## src/rtl/lcd_string_writer.sv

```systemverilog
// rtl/lcd_string_writer.sv - HD44780 16x2 LCD power-up init and continuous two-line refresh
// Streams characters from a combinational string ROM into DDRAM, restarting at line 1 when state_code changes.
module lcd_string_writer #(
  parameter int PWRUP_CYC = 750000,
  parameter int EN_CYC    = 12,
  parameter int SETUP_CYC = 2,
  parameter int CMD_CYC   = 2500,
  parameter int CLR_CYC   = 100000
) (
  input  logic       clk_50Mhz,
  input  logic       reset_n,
  input  logic [4:0] state_code,
  input  logic [7:0] char_data,
  output logic [4:0] char_index,
  output logic [7:0] LCD_DATA,
  output logic       LCD_RS,
  output logic       LCD_RW,
  output logic       LCD_EN,
  output logic       LCD_ON,
  output logic       init_done,
  output logic       frame_done
);

  localparam int MAX_A   = (PWRUP_CYC > CLR_CYC) ? PWRUP_CYC : CLR_CYC;
  localparam int MAX_B   = (CMD_CYC > EN_CYC) ? CMD_CYC : EN_CYC;
  localparam int MAX_C   = (MAX_B > SETUP_CYC) ? MAX_B : SETUP_CYC;
  localparam int MAX_CYC = (MAX_A > MAX_C) ? MAX_A : MAX_C;
  localparam int CW      = (MAX_CYC > 1) ? $clog2(MAX_CYC) : 1;

  localparam logic [CW-1:0] PWRUP_LAST = CW'(PWRUP_CYC - 1);
  localparam logic [CW-1:0] SETUP_LAST = CW'(SETUP_CYC - 1);
  localparam logic [CW-1:0] EN_LAST    = CW'(EN_CYC - 1);
  localparam logic [CW-1:0] CMD_LAST   = CW'(CMD_CYC - 1);
  localparam logic [CW-1:0] CLR_LAST   = CW'(CLR_CYC - 1);

  typedef enum logic [2:0] {
    S_PWRUP, S_INIT, S_L1_ADDR, S_L1_CHAR, S_L2_ADDR, S_L2_CHAR
  } state_t;

  typedef enum logic [1:0] {PH_SETUP, PH_STROBE, PH_GAP} phase_t;

  state_t        state, state_nxt, load_state;
  phase_t        phase, phase_nxt;
  logic [CW-1:0] cnt, cnt_nxt, gap_last;
  logic [2:0]    init_step, step_nxt;
  logic [4:0]    index_nxt, sc_reg;
  logic [7:0]    data_nxt;
  logic          rs_nxt, en_nxt, init_done_nxt, frame_done_nxt;
  logic          restart_pend, pend_nxt;
  logic          load, refresh, sc_changed;

  function automatic logic [7:0] init_cmd(input logic [2:0] step);
    case (step)
      3'd0:    init_cmd = 8'h38;
      3'd1:    init_cmd = 8'h38;
      3'd2:    init_cmd = 8'h0C;
      3'd3:    init_cmd = 8'h06;
      default: init_cmd = 8'h01;
    endcase
  endfunction

  assign LCD_RW = 1'b0;

  always_comb begin
    state_nxt      = state;
    phase_nxt      = phase;
    cnt_nxt        = cnt + 1'b1;
    step_nxt       = init_step;
    index_nxt      = char_index;
    data_nxt       = LCD_DATA;
    rs_nxt         = LCD_RS;
    en_nxt         = LCD_EN;
    init_done_nxt  = init_done;
    frame_done_nxt = 1'b0;
    pend_nxt       = restart_pend;
    load           = 1'b0;
    load_state     = state;
    refresh        = (state != S_PWRUP) && (state != S_INIT);
    sc_changed     = (state_code != sc_reg);
    gap_last       = (!LCD_RS && LCD_DATA == 8'h01) ? CLR_LAST : CMD_LAST;

    if (refresh && sc_changed) pend_nxt = 1'b1;

    if (state == S_PWRUP) begin
      if (cnt == PWRUP_LAST) begin
        load       = 1'b1;
        load_state = S_INIT;
        step_nxt   = 3'd0;
      end
    end else begin
      case (phase)
        PH_SETUP: begin
          if (cnt == SETUP_LAST) begin
            phase_nxt = PH_STROBE;
            cnt_nxt   = '0;
            en_nxt    = 1'b1;
          end
        end
        PH_STROBE: begin
          // Advancing the ROM address at EN fall gives char_data the whole gap to settle.
          if (cnt == EN_LAST) begin
            phase_nxt = PH_GAP;
            cnt_nxt   = '0;
            en_nxt    = 1'b0;
            if (LCD_RS) index_nxt = char_index + 1'b1;
          end
        end
        default: begin
          if (cnt == gap_last) begin
            load = 1'b1;
            case (state)
              S_INIT: begin
                if (init_step == 3'd4) begin
                  init_done_nxt = 1'b1;
                  load_state    = S_L1_ADDR;
                end else begin
                  step_nxt   = init_step + 1'b1;
                  load_state = S_INIT;
                end
              end
              S_L1_ADDR: load_state = S_L1_CHAR;
              S_L1_CHAR: load_state = (char_index == 5'h10) ? S_L2_ADDR : S_L1_CHAR;
              S_L2_ADDR: load_state = S_L2_CHAR;
              S_L2_CHAR: begin
                if (char_index == 5'h00) begin
                  load_state     = S_L1_ADDR;
                  frame_done_nxt = 1'b1;
                end else begin
                  load_state = S_L2_CHAR;
                end
              end
              default: load_state = S_L1_ADDR;
            endcase
            // Any message change seen during this write folds into a single restart.
            if (refresh && (restart_pend || sc_changed)) begin
              load_state     = S_L1_ADDR;
              frame_done_nxt = 1'b0;
            end
            if (refresh) pend_nxt = 1'b0;
          end
        end
      endcase
    end

    if (load) begin
      state_nxt = load_state;
      phase_nxt = PH_SETUP;
      cnt_nxt   = '0;
      case (load_state)
        S_INIT: begin
          rs_nxt   = 1'b0;
          data_nxt = init_cmd(step_nxt);
        end
        S_L1_ADDR: begin
          rs_nxt    = 1'b0;
          data_nxt  = 8'h80;
          index_nxt = 5'h00;
        end
        S_L2_ADDR: begin
          rs_nxt   = 1'b0;
          data_nxt = 8'hC0;
        end
        default: begin
          rs_nxt   = 1'b1;
          data_nxt = char_data;
        end
      endcase
    end
  end

  always_ff @(posedge clk_50Mhz or negedge reset_n) begin
    if (!reset_n) begin
      state        <= S_PWRUP;
      phase        <= PH_SETUP;
      cnt          <= '0;
      init_step    <= 3'd0;
      char_index   <= 5'h00;
      LCD_DATA     <= 8'h00;
      LCD_RS       <= 1'b0;
      LCD_EN       <= 1'b0;
      LCD_ON       <= 1'b0;
      init_done    <= 1'b0;
      frame_done   <= 1'b0;
      sc_reg       <= 5'h00;
      restart_pend <= 1'b0;
    end else begin
      state        <= state_nxt;
      phase        <= phase_nxt;
      cnt          <= cnt_nxt;
      init_step    <= step_nxt;
      char_index   <= index_nxt;
      LCD_DATA     <= data_nxt;
      LCD_RS       <= rs_nxt;
      LCD_EN       <= en_nxt;
      LCD_ON       <= 1'b1;
      init_done    <= init_done_nxt;
      frame_done   <= frame_done_nxt;
      sc_reg       <= state_code;
      restart_pend <= pend_nxt;
    end
  end

endmodule

```

## config.mk

```make
export PLATFORM = sky130hd
export DESIGN_NAME = lcd_string_writer
export DESIGN_NICKNAME = d
export VERILOG_FILES = /design/src/rtl/lcd_string_writer.sv
export SDC_FILE = /design/constraint.sdc
export NUM_CORES = 1
export LEC_CHECK = 0
export BUFFER_PORTS_ARGS = -buffer_cell sky130_fd_sc_hd__buf_2
export CAP_MARGIN = 20
export CORE_MARGIN = 2
export CORE_UTILIZATION = 30
export CTS_CLUSTER_SIZE = 16
export DETAILED_ROUTE_END_ITERATION = 12
export PLACE_DENSITY = 0.48
export SLEW_MARGIN = 20
export SYNTH_ARGS = -nofsm -noshare
export SYNTH_HDL_FRONTEND = slang
export SYNTH_SLANG_ARGS = --single-unit
```

## constraint.sdc

```tcl
create_clock -name clk_50Mhz -period 3.47 [get_ports clk_50Mhz]
set_input_delay 0.1735 -clock clk_50Mhz [delete_from_list [all_inputs] [get_ports clk_50Mhz]]
set_output_delay 0.1735 -clock clk_50Mhz [all_outputs]
set_load 0.01 [all_outputs]
```

==> results_dict.tcl <==
set metrics [dict create \
    synth.distinct_cells 57 \
    start_util 0.306 \
    critPathRequiredTime_ns 3.71 \
    synth_edf_count 0 \
    clkTransAtPathRegs_ns 0.09 \
    cts_buffers 5 \
    clock_latency_ns 0.31 \
    finalHoldViolCount 0 \
    crit_family "simple AND/OR/NAND/NOR gates" \
    grt_overflow 0 \
    ctsResizeCount 0 \
    htree_levels 2 \
    grt_util_all_layers 0.138 \
    drtIter0Drc 118 \
    ctsHoldBuffers 6 \
    max_cap_viol_count 0 \
    period_needed_ns 3.20 \
    p_per_area_mw_per_mm2 342 \
    start_kind "register" \
    cts_tree "yes" \
    gp_congestion 0.846 \
    port_buffers 32 \
    ir_worst_vdd_v 0.000131 \
    synth.top_cell.area_share 0.465 \
    dpl.hpwl_um 4740 \
    cp_slowest_stage_delay_ns 0.81 \
    arrival_ns 3.44 \
    crit_path_frequent_cell "buf_4" \
    critPathBufInv 2 \
    drive_gt1_frac 0.180 \
    post-cts-setup-buffers 0 \
    syn_area_sq_mm 0.00280 \
    status "finished, final reports clean" \
    ctsLongestPathBuffers 2 \
    syn_to_final_growth_pct 18.0 \
    synth_common_cells "dfrtp_1, nor2_1, nand2_1" \
    postRouteAntennaNets 0 \
    async_flop_share 1.00 \
    core_sq_mm 0.00915 \
    synth_most_common_cell "dfrtp_1" \
    ys_seq_area_frac 0.465 \
    cp_slowest_cell "a21boi_0" \
    regMostFlops "cnt" \
    first_global_vias 2266 \
    tightest_slew_ns 1.06 \
    top_regs "cnt (20), LCD_DATA (8)" \
    yosys_register_bits 52 \
    slew_viol_final 0 \
    power.total_w 0.00113 \
    wl_um 6360 \
    grt_pass1_wl_um 11100 \
    syn_area_per_cell_sq_um 9.61 \
    fin_util 0.361 \
    cts_num_sinks 52 \
    critical_path.max_fanout 19 \
    period_share 0.922 \
    synth_largest_area_cell "dfrtp_1" \
    p_leak_nw 1.53 \
    synthTopCellsByArea "dfrtp_1, xor2_1, nor2_1" \
    drt_first_pass_iters 4 \
    routedWlPerCell_um 14.3 \
    dieArea_sq_mm 0.0101 \
    crit_type "reg2reg" \
    nNetsFinal 355 \
    antenna_cells 0 \
    antenna_found_initial 0 \
    rsz0062_at_grt "no" \
    yosysWarnings 0 \
    finalSetupViolCount 0 \
    path_cells "nor4_1, nand4_1, mux2i_4, and2_1, a21boi_0, buf_4, nand2b_1, buf_4, nor2_1" \
    largest_reg_flops 20 \
    syn_nets 312 \
    drt-vias-per-instance 4.99 \
    grt_max_degree 38 \
    synth-main-ff-cell "dfrtp_1" \
    relSlewSlack 0.287 \
    root_buffer "clkbuf_8" \
    io_pins 34 \
    syn_inst 291 \
    worst_clock_skew_ns 0.0125 \
    die-width_um 101 \
    rows 35 \
    die_y_um 101 \
    vias 2221 \
    drc 0 \
    fmax_mhz 313 \
    finalSetupTns_ns 0 \
    hold_path_class "in2reg" \
    cp-end-kind "register" \
]
-- worst paths after layout --
| check | start | endpoint | slack (ns) | cells after the start |
|---|---|---|---|---|
| max | LCD_DATA[3] | cnt[11] | 0.27 | 9 |
| min | char_data[1] | LCD_DATA[1] | 0.07 | 2 |
| max reg2reg | LCD_DATA[3] | cnt[11] | 0.27 | 9 |
| min reg2reg | restart_pend | restart_pend | 0.50 | 1 |
| max in group asynchronous | reset_n | cnt[13] | 2.24 | 3 |
| min in group asynchronous | reset_n | char_index[1] | 0.47 | 2 |
-- kinds of logic after synthesis --
kind of cell	Yosys count	share of synthesized area
AOI/OAI and AO/OA	35	0.0939
xor gates and xnor gates	27	0.0845
other	2	0.00268
DFF	52	0.465
buffers and inverters	20	0.0295
adders and majority gates	6	0.0268
and+or+nand+nor	143	0.271
muxes	6	0.0268
-- per-layer routing --
metal	wire, um	vias to the layer above	share of wire	GRT usage
met4	72	0	0.011	0.0348
met2	2740	46	0.43	0.211
met5	0	-	0	0
met3	240	6	0.038	0.0277
li1	-	1102	-	-
met1	3310	1067	0.52	0.200
-- worst register-to-register path: stages (launching register included) --
cell	delay, ns
dfrtp_1	0.40
nor4_1	0.29
nand4_1	0.39
mux2i_4	0.37
and2_1	0.19
a21boi_0	0.81
buf_4	0.29
nand2b_1	0.06
buf_4	0.20
nor2_1	0.12
-- through the flow --
stage	cells	hold slack, ns	cell area [sq um]	setup WS [ns]
global placement	432	0.311	3110	0.347
CTS	445	0.0560	3300	0.316
detailed placement	432	0.312	3110	0.332
global route	445	0.0570	3300	0.0279
floorplan	291	-0.122	2800	0.544
finish	445	0.0652	3300	0.272
-- where the power goes --
part / internal, W / leakage, nW / switching, W / total [W]
clock: 0.000284 / 0.0642 / 0.000198 / 0.000482
sequential: 0.000609 / 0.657 / 0.00000132 / 0.000610
combinational: 0.0000142 / 0.812 / 0.0000205 / 0.0000347
-- placed cells by master, fill, tap and decap left out, types with 3 or more instances in the layout --
cell and n:
a211o_1 4, a21o_1 3, a21oi_1 5, and3_1 7, buf_2 32, buf_4 8
clkbuf_8 5, dfrtp_1 52, dlygate4sd3_1 6, ha_1 6, inv_1 10, mux2i_1 3
nand2_1 28, nand2b_1 3, nand3_1 15, nand4_1 8, nand4b_1 3, nor2_1 43
nor3_1 4, nor4_1 4, nor4b_1 3, nor4bb_1 3, o21ai_0 3, or3_1 4
xnor2_1 7, xor2_1 20
-- final cells by class --
cell class	instances	area [sq um]
fillers	952	5850
flip-flops and latches	52	1300
inverters	10	37.5
clock inverters	2	60.1
multi-input cells	219	1410
clock buffers	5	68.8
repair buffers	46	280
well taps	111	139
No activity file was read; power rests on OpenSTA's default activity.
